==> src/rtl/alu_ctrl_sequencer.sv <==
// -----------------------------------------------------------------------------
// alu_ctrl_sequencer
//
// Control stage that sits in front of the regfile/ALU/RAM datapath. It accepts
// one micro-op at a time over a valid/ready handshake. It then drives the
// datapath control inputs with exact cycle timing, captures the datapath status
// flags at commit, and signals completion back to the issuing sequencer.
//
// Optional feature macro: COND_EXEC_EN
//   defined   : op 11 (COND) runs like an ALU op. Its RAM write is gated by
//               the Z flag (status[0]) at commit.
//   undefined : op 11 is unsupported. It behaves like a NOP and pulses uop_err
//               together with done.
//
// Ports
//   clock       in   1       rising-edge clock
//   reset       in   1       asynchronous, active-low reset
//   uop_valid   in   1       micro-op present
//   uop_ready   out  1       high only while idle
//   uop         in   UOP_W   {wram, msel, cin, fs, rb, ra, rd, op}
//   uop_imm     in   DATA_W  immediate for LOADI
//   status      in   4       datapath flags, status[0] = Z
//   write       out  1       regfile write enable
//   writeReg    out  REG_AW  regfile write address
//   data        out  DATA_W  regfile write data
//   readA/readB out  REG_AW  regfile read addresses
//   sel         out  SEL_W   ALU function select
//   muxSel      out  1       ALU A-side mux select
//   cin         out  1       ALU carry-in
//   writeRam    out  1       RAM write enable (single-cycle pulse)
//   status_q    out  4       status captured at commit
//   done        out  1       single-cycle completion pulse
//   uop_err     out  1       pulses with done for an unsupported op
// -----------------------------------------------------------------------------
module alu_ctrl_sequencer #(
    parameter int DATA_W      = 64,
    parameter int REG_AW      = 5,
    parameter int SEL_W       = 5,
    parameter int EXEC_CYCLES = 1,
    parameter int UOP_W       = 25
) (
    input  logic              clock,
    input  logic              reset,
    input  logic              uop_valid,
    output logic              uop_ready,
    input  logic [UOP_W-1:0]  uop,
    input  logic [DATA_W-1:0] uop_imm,
    input  logic [3:0]        status,
    output logic              write,
    output logic [REG_AW-1:0] writeReg,
    output logic [DATA_W-1:0] data,
    output logic [REG_AW-1:0] readA,
    output logic [REG_AW-1:0] readB,
    output logic [SEL_W-1:0]  sel,
    output logic              muxSel,
    output logic              cin,
    output logic              writeRam,
    output logic [3:0]        status_q,
    output logic              done,
    output logic              uop_err
);

    // Field positions inside the micro-op word
    localparam int RD_LSB   = 2;
    localparam int RA_LSB   = RD_LSB + REG_AW;
    localparam int RB_LSB   = RA_LSB + REG_AW;
    localparam int FS_LSB   = RB_LSB + REG_AW;
    localparam int CIN_BIT  = FS_LSB + SEL_W;
    localparam int MSEL_BIT = CIN_BIT + 1;
    localparam int WRAM_BIT = CIN_BIT + 2;

    localparam logic [1:0] OP_LOADI = 2'b00;
    localparam logic [1:0] OP_ALU   = 2'b01;
    localparam logic [1:0] OP_NOP   = 2'b10;
    localparam logic [1:0] OP_COND  = 2'b11;

    localparam logic [2:0] ST_IDLE   = 3'd0;
    localparam logic [2:0] ST_ISSUE  = 3'd1;
    localparam logic [2:0] ST_HOLD   = 3'd2;
    localparam logic [2:0] ST_COMMIT = 3'd3;
    localparam logic [2:0] ST_DONE   = 3'd4;

    // The counter holds the number of remaining HOLD cycles after ISSUE
    localparam logic [3:0] CNT_INIT = 4'(EXEC_CYCLES - 1);

    if ((EXEC_CYCLES < 1) || (EXEC_CYCLES > 15)) begin : g_bad_exec_cycles
        $error("alu_ctrl_sequencer: EXEC_CYCLES must be within 1..15");
    end

    // True for ops that drive the ALU and pass through COMMIT
    function automatic logic op_exec(input logic [1:0] op);
`ifdef COND_EXEC_EN
        return (op == OP_ALU) || (op == OP_COND);
`else
        return (op == OP_ALU);
`endif
    endfunction

    // True for ops this build cannot execute
    function automatic logic op_unsupported(input logic [1:0] op);
`ifdef COND_EXEC_EN
        return (op != op) ;
`else
        return (op == OP_COND);
`endif
    endfunction

    logic [2:0]        state_r;
    logic [2:0]        state_s;
    logic [3:0]        cnt_r;
    logic [3:0]        cnt_s;
    logic              accept_s;
    logic              mem_en_s;
    logic [1:0]        op_r;
    logic              wram_r;
    logic [1:0]        in_op_s;

    logic              write_r;
    logic [REG_AW-1:0] write_reg_r;
    logic [DATA_W-1:0] data_r;
    logic [REG_AW-1:0] read_a_r;
    logic [REG_AW-1:0] read_b_r;
    logic [SEL_W-1:0]  sel_r;
    logic              mux_sel_r;
    logic              cin_r;
    logic              write_ram_r;
    logic [3:0]        status_q_r;
    logic              done_r;
    logic              uop_err_r;

    assign in_op_s = uop[1:0];

    // Next-state and counter logic for the op sequencing FSM
    always_comb begin
        state_s  = state_r;
        cnt_s    = cnt_r;
        accept_s = 1'b0;
        case (state_r)
            ST_IDLE: begin
                if (uop_valid) begin
                    state_s  = ST_ISSUE;
                    cnt_s    = CNT_INIT;
                    accept_s = 1'b1;
                end else begin
                    state_s = ST_IDLE;
                end
            end
            ST_ISSUE: begin
                if (op_exec(op_r)) begin
                    if (cnt_r == 4'd0) begin
                        state_s = ST_COMMIT;
                    end else begin
                        state_s = ST_HOLD;
                        cnt_s   = cnt_r - 4'd1;
                    end
                end else begin
                    // LOADI, NOP and unsupported ops finish straight away
                    state_s = ST_DONE;
                end
            end
            ST_HOLD: begin
                if (cnt_r == 4'd0) begin
                    state_s = ST_COMMIT;
                end else begin
                    state_s = ST_HOLD;
                    cnt_s   = cnt_r - 4'd1;
                end
            end
            ST_COMMIT: state_s = ST_DONE;
            ST_DONE:   state_s = ST_IDLE;
            default: begin
                state_s = ST_IDLE;
                cnt_s   = 4'd0;
            end
        endcase
    end

    // RAM write qualifier; a conditional op only writes when Z is set
    always_comb begin
        if (op_r == OP_COND) begin
            mem_en_s = wram_r & status[0];
        end else begin
            mem_en_s = wram_r;
        end
    end

    // FSM state, counter and the latched op attributes
    always_ff @(posedge clock or negedge reset) begin
        if (!reset) begin
            state_r <= ST_IDLE;
            cnt_r   <= 4'd0;
            op_r    <= OP_NOP;
            wram_r  <= 1'b0;
        end else begin
            state_r <= state_s;
            cnt_r   <= cnt_s;
            if (accept_s) begin
                op_r   <= in_op_s;
                wram_r <= uop[WRAM_BIT];
            end else begin
                op_r   <= op_r;
                wram_r <= wram_r;
            end
        end
    end

    // Regfile write port: pulse during ISSUE; address and data persist afterwards
    always_ff @(posedge clock or negedge reset) begin
        if (!reset) begin
            write_r     <= 1'b0;
            write_reg_r <= '0;
            data_r      <= '0;
        end else begin
            write_r <= accept_s && (in_op_s == OP_LOADI);
            if (accept_s && (in_op_s == OP_LOADI)) begin
                write_reg_r <= uop[RD_LSB +: REG_AW];
                data_r      <= uop_imm;
            end else begin
                write_reg_r <= write_reg_r;
                data_r      <= data_r;
            end
        end
    end

    // ALU controls: loaded at accept and held until the next ALU-type op
    always_ff @(posedge clock or negedge reset) begin
        if (!reset) begin
            read_a_r  <= '0;
            read_b_r  <= '0;
            sel_r     <= '0;
            cin_r     <= 1'b0;
            mux_sel_r <= 1'b0;
        end else if (accept_s && op_exec(in_op_s)) begin
            read_a_r  <= uop[RA_LSB +: REG_AW];
            read_b_r  <= uop[RB_LSB +: REG_AW];
            sel_r     <= uop[FS_LSB +: SEL_W];
            cin_r     <= uop[CIN_BIT];
            mux_sel_r <= uop[MSEL_BIT];
        end else begin
            read_a_r  <= read_a_r;
            read_b_r  <= read_b_r;
            sel_r     <= sel_r;
            cin_r     <= cin_r;
            mux_sel_r <= mux_sel_r;
        end
    end

    // Commit-side outputs: RAM pulse, status capture, completion and error pulses
    always_ff @(posedge clock or negedge reset) begin
        if (!reset) begin
            write_ram_r <= 1'b0;
            status_q_r  <= 4'd0;
            done_r      <= 1'b0;
            uop_err_r   <= 1'b0;
        end else begin
            write_ram_r <= (state_s == ST_COMMIT) && mem_en_s;
            // Status is taken at the end of COMMIT, after the controls have settled
            if (state_r == ST_COMMIT) begin
                status_q_r <= status;
            end else begin
                status_q_r <= status_q_r;
            end
            done_r    <= (state_s == ST_DONE);
            uop_err_r <= (state_s == ST_DONE) && op_unsupported(op_r);
        end
    end

    assign uop_ready = (state_r == ST_IDLE);
    assign write     = write_r;
    assign writeReg  = write_reg_r;
    assign data      = data_r;
    assign readA     = read_a_r;
    assign readB     = read_b_r;
    assign sel       = sel_r;
    assign muxSel    = mux_sel_r;
    assign cin       = cin_r;
    assign writeRam  = write_ram_r;
    assign status_q  = status_q_r;
    assign done      = done_r;
    assign uop_err   = uop_err_r;

endmodule

==> config.mk <==
export PLATFORM = sky130hd
export DESIGN_NAME = alu_ctrl_sequencer
export DESIGN_NICKNAME = d
export VERILOG_FILES = /design/src/rtl/alu_ctrl_sequencer.sv
export SDC_FILE = /design/constraint.sdc
export NUM_CORES = 1
export LEC_CHECK = 0
export CELL_PAD_IN_SITES_DETAIL_PLACEMENT = 0
export CELL_PAD_IN_SITES_GLOBAL_PLACEMENT = 2
export CORE_ASPECT_RATIO = 1.75
export CORE_MARGIN = 5
export CORE_UTILIZATION = 26
export CTS_CLUSTER_DIAMETER = 100
export DETAILED_ROUTE_END_ITERATION = 8
export GPL_TIMING_DRIVEN = 0
export PLACE_DENSITY = 0.78
export SLEW_MARGIN = 20
export SYNTH_ARGS = -nofsm -noshare
export SYNTH_HDL_FRONTEND = slang
export SYNTH_SLANG_ARGS = --single-unit
==> constraint.sdc <==
create_clock -name clock -period 2.42 [get_ports clock]
set_input_delay 0.242 -clock clock [delete_from_list [all_inputs] [get_ports clock]]
set_output_delay 0.242 -clock clock [all_outputs]
set_load 0.01 [all_outputs]
==> results.ini, run 1 <==
[outcome]
status=finished, final reports clean

[setup_path]
cpPeakStageDelay_ns=0.51
reg2reg_slack_ns=0.21
required_ns=2.64
cp-end-kind=flip-flop
critPathLaunch=state_r[1]
cp_slowest_cell=or4b_1
worst_r2r_path_depth=7
crit_type=reg -> reg
rr_startpoint=state_r[1]
critPathTopFamily=simple AND/OR/NAND/NOR gates
r2r_end=data[11]
critPathMaxFanout=10
cp.buffers_inverters=4
critical_path.cell_chain=buf_2 > or4b_1 > buf_2 > nor3_4 > buf_12 > buf_6 > mux2_2
cp_common_cell=buf_2
crit_arrival_ns=2.43
worstSetupStartpointType=flip-flop

[synth]
synth-edff-count=0
synth_top_cell_by_area=dfrtp_1
synth_area_um2=4020
ys_warn_count=0
ys_types=28
synthArstFlopShare=1.00
synth_seq_area_share=0.647
syn_inst=250
synthesis.nets=348
synthTopCellsByArea=dfrtp_1, mux2_2, mux2_1, buf_6, o21ai_0
ys_ff_latch=104
synth_flop_cell=dfrtp_1
syn_avg_cell_area_um2=16.1
synth_top_area_frac=0.641

[place]
portBuffers=190
dp_hpwl_um=8530
place_congestion=0.701

[sta]
final-hold-violation-count=0
final_max_slew_viol_count=0
max_slew.worst_pin.slew_ns=0.589
setup_tns_ns=0
skew_ns=0.00746
fin_crit_ns=2.21
rsz0062_at_grt=no
min_period_over_period=0.914
slew_headroom=0.597
clock.fmax_ghz=0.452
setup_violations=0

[grt]
grt_pass1_vias=3057
antenna_found_initial=0
grt_max_degree=60
grt_pass1_wl_um=16600
grt_usage=0.116
overflow=0

[clock_tree]
cts_tree=done
cts.htree.levels=3
clock_latency_ns=0.34
clock-root-buffer=clkbuf_16
clk_pin_slew_ns=0.07
ctsResizeCount=0
cts_buffers=9
cts.sinks=104
clock_tree.buffer_depth=2

[pwr]
clockPowerShare=0.199
pwr-share-comb=0.429
p_per_area_nw_per_um2=1220
sw_frac_of_total=0.288
irDropWorstVdd_mv=0.410
internal_power_mw=5.69
p_leak_nw=2.71
pwr-share-seq=0.372
p_switching_mw=2.30

[die]
dieArea_um2=18200
core_area_um2=15300
ios=191
num_rows=60
chipHeight_um=175
initial_utilization=0.263
die_w_um=104

[detailed_routing]
wl_per_cell_um=16.6
first_pass_iters=3
drtIter0Drc=45
final_antenna_net_count=0
drc=0
vias_per_cell=4.33
vias=2790
wl_um=10700

[final_layout]
area_growth_pct=62.7
nets=552
fillers=1432
drive_gt1_frac=0.225
diodes=0
utilization=0.427

[hold_path]
hold_path.class=in -> async

[run]
cap_violations=0

[cell type report]
type                    count  area (um2)  area share
multi-input cells         131        1300       0.199
repair buffers            193        1960       0.300
inverters                   3        11.3     0.00172
clock buffers              11         253      0.0386
well taps                 186         233      0.0356
clock inverters             4        76.3      0.0117
plain buffers              12         103      0.0157
flip-flops and latches    104        2600       0.398
[flip-flops by register name, summed over array words and instances (netlist names), 2 cells and up]
register  count
cnt_r         4
sel           5
status_q      4
op_r          2
readB         5
readA         5
writeReg      5
data         64
state_r       3
[synthesized netlist by cell type (all sizes together), types with 2 or more instances]
cell type	n
nor2	4
o21ai	6
inv	3
dfrtp	103
mux2i	2
nor3	6
nor3b	2
buf	11
nand2	2
mux2	93
nand2b	4
ha	2
[per-stage QoR]
step | instances | setup slack (ns) | instance area, um2 | total power, mW | hold WS [ns]
final | 644 | 0.207 | 6540 | 7.99 | 0.407
after global routing | 644 | 0.0891 | 6540 | 8.47 | 0.437
after CTS | 644 | 0.171 | 6540 | 8.16 | 0.417
after detailed placement | 627 | -0.166 | 6180 | 6.53 | 0.213
after global placement | 626 | -2.91 | 6160 | 6.42 | 0.468
after floorplan | 250 | 0.320 | 4020 | 4.38 | -0.0536
[layout by cell type, fill, tap and decap left out, types with 2 or more instances in the layout]
cell and instances:
inv_1 3, bufinv_16 2, ha_1 2, mux2_2 70, clkbuf_8 2, nand2b_1 4, mux2i_1 2, clkdlybuf4s50_1 189
dfrtp_1 103, o21ai_0 6, nor3_1 5, nor3b_1 2, buf_6 8, clkbuf_16 9, buf_2 4, nor2_1 4
mux2_1 23
[cells by family after synthesis]
kind of cell | synth area share
AND/OR/NAND/NOR | 0.0358
XOR/XNOR | 0.00218
flip-flops | 0.647
AO/OA/AOI/OAI | 0.0146
buffers and inverters | 0.0283
multiplexers | 0.265
adder cells (fa/ha/maj) | 0.00622
[timing repair]
| item | 4_1_cts | 5_1_grt |
|---|---|---|
| hold buffers | 1 | 0 |
| endpoints found under the setup margin | 13 | 0 |
| buffers inserted | 1 | 0 |
| endpoints found under the hold margin | 45 | 0 |
[worst register-to-register path: stages, from the launching register on]
cell and delay (ns):
dfrtp_1 0.35, buf_2 0.16, or4b_1 0.51, buf_2 0.19, nor3_4 0.22, buf_12 0.16, buf_6 0.16, mux2_2 0.35
[power by group through the flow]
stage	Clock [mW]	Sequential (mW)	Combinational [mW]
6_report	1.59	2.98	3.43
3_3_place_gp	0	2.97	3.45
4_1_cts	1.65	2.99	3.52
5_1_grt	1.72	3.09	3.66
2_1_floorplan	0	3.36	1.02
3_5_place_dp	0	3.03	3.50
[worst max path at each step]
stage	endpoint	slack [ns]	cells after the start
finish	data[11]	0.21	7
global route	data[11]	0.09	7
CTS	data[11]	0.17	7
detailed placement	data[16]	-0.17	6
global placement	readA[2]	-2.91	1
floorplan	data[0]	0.32	6
[per-layer routing]
metal	vias to the layer above	wire [um]	GRT usage
li1	1278	-	-
met1	1397	3690	0.114
met2	101	6140	0.224
met3	14	659	0.0368
met4	0	199	0.0384
met5	-	0	0
Note: power is estimated with default switching activity, not from simulation.
==> run 2: changes to the inputs <==
--- a/config.mk
+++ b/config.mk
@@ -7,2 +7,3 @@
 export LEC_CHECK = 0
+export ABC_CLOCK_PERIOD_IN_PS = 2420
 export CELL_PAD_IN_SITES_DETAIL_PLACEMENT = 0
@@ -15,3 +16,3 @@
 export GPL_TIMING_DRIVEN = 0
-export PLACE_DENSITY = 0.78
+export PLACE_DENSITY = 0.87
 export SLEW_MARGIN = 20
==> constraint.sdc (replaced) <==
create_clock -name clock -period 2.42 [get_ports clock]
set_input_delay 0.484 -clock clock [delete_from_list [all_inputs] [get_ports clock]]
set_output_delay 0.484 -clock clock [all_outputs]
set_load 0.01 [all_outputs]
==> run 2 against run 1 <==
Sequential share of layout area rose by 0.24 points. Die area did not move. Final cell count fell by 0.16%. Non-clock buffer count fell by 1. Core utilization fell by 0.25 points. Critical path depth did not move.
==> results.ini, run 2 (same netlist as run 1, synthesis figures left out) <==
[outcome]
status=finished, final reports clean

[setup_path]
critPathMaxFanout=10
crit_type=in -> reg
required_ns=2.64
cp-end-kind=flip-flop
crit_arrival_ns=2.49
worstSetupStartpointType=input port
reg2reg_slack_ns=0.15

[place]
place_congestion=0.734
post-place-cells=627
dp_hpwl_um=8540
portBuffers=190

[die]
die_w_um=104
ios=191
num_rows=60
initial_utilization=0.263
core_area_um2=15300
chipHeight_um=175
dieArea_um2=18200

[detailed_routing]
vias_per_cell=4.29
drc=0
final_antenna_net_count=0
drtIter0Drc=25
wl_um=10700
vias=2758
first_pass_iters=4
wl_per_cell_um=16.7

[grt]
grt_max_degree=58
use_met1=0.120
grt_pass1_vias=3166
overflow=0
use_met2=0.226
use_met3=0.0312
antenna_found_initial=0
grt_pass1_wl_um=16900
grt_usage=0.118
grt_busiest_layer=met2

[sta]
rsz0062_at_grt=no
min_period_over_period=0.937
final_max_slew_viol_count=0
max_slew.worst_pin.slew_ns=0.586
slew_headroom=0.600
fin_crit_ns=2.27
final-hold-violation-count=0
setup_violations=0
clock.fmax_ghz=0.441
skew_ns=0.0122

[clock_tree]
cts_buffers=9
cts_tree=done
ctsResizeCount=0
clock-root-buffer=clkbuf_16
clock_latency_ns=0.34
cts_hold_buf=0
clk_pin_slew_ns=0.08
cts.htree.levels=3
post_cts_buffers=1
clock_tree.buffer_depth=2
cts.sinks=104

[final_layout]
drive_gt1_frac=0.225
layout_commonest_cell=clkdlybuf4s50_1
largest_reg_flops=64
finalNonFillerCells=643
fillers=1443
final_cell_mix=clkdlybuf4s50_1, dfrtp_1, mux2_2
utilization=0.425
diodes=0
area_growth_pct=61.8
nets=551

[pwr]
p_leak_nw=2.70
irDropWorstVdd_mv=0.408
p_total_mw=7.89
p_per_area_nw_per_um2=1210

[run]
cap_violations=0

[hold_path]
hold_path.class=in -> async

run 2: cell types whose count changed in the layout (fill, tap and decap cells not counted), sizes merged:
cell	before	now
clkbuf	12	10
inv	4	6
bufinv	2	1
clkinv	0	1
dlygate4sd3	1	0
run 2: power breakdown:
group | total [mW] | internal (mW) | switching (mW)
Sequential | 2.97 | 2.58 | 0.394
Clock | 1.49 | 0.814 | 0.673
Combinational | 3.43 | 2.15 | 1.28
Total | 7.89 | 5.54 | 2.35
run 2: worst paths after layout:
kind,startpoint,endpoint,depth (start not counted)
max in group asynchronous,reset,op_r[1],2
min,reset,data[38],1
min in group clock,data[36],data[36],1
min reg2reg,data[36],data[36],1
max,uop_valid,data[53],7
max reg2reg,state_r[1],data[53],7
run 2: critical path, cell delays in order:
cell	delay, ns
clkdlybuf4s50_1	0.47
or4b_1	0.43
buf_2	0.19
nor3_4	0.23
buf_12	0.17
buf_6	0.16
mux2_2	0.34
run 2: per-stage QoR:
step / hold slack (ns) / TNS (ns) / area, um2 / setup slack [ns]
2_1_floorplan: 0.188 / 0 / 4020 / 0.320
3_3_place_gp: 0.467 / -343.73 / 6160 / -3.06
3_5_place_dp: 0.448 / -31.74 / 6180 / -0.463
4_1_cts: 0.0747 / 0 / 6500 / 0.158
5_1_grt: 0.0939 / 0 / 6500 / 0.0748
6_report: 0.0642 / 0 / 6500 / 0.152
run 2: layout make-up:
type | instances | area, um2 | area share
buffer | 12 | 103 | 0.0158
clock buffer | 9 | 225 | 0.0346
clock inverter | 6 | 75.1 | 0.0115
inverter | 3 | 11.3 | 0.00173
multi-input combinational | 131 | 1300 | 0.200
sequential | 104 | 2600 | 0.400
tap | 186 | 233 | 0.0358
timing repair buffer | 192 | 1950 | 0.300
run 2: per-layer routing:
layer	vias to the layer above	part of all wire
li1	1282	-
met1	1369	0.35
met2	94	0.57
met3	13	0.051
met4	0	0.021
met5	-	0
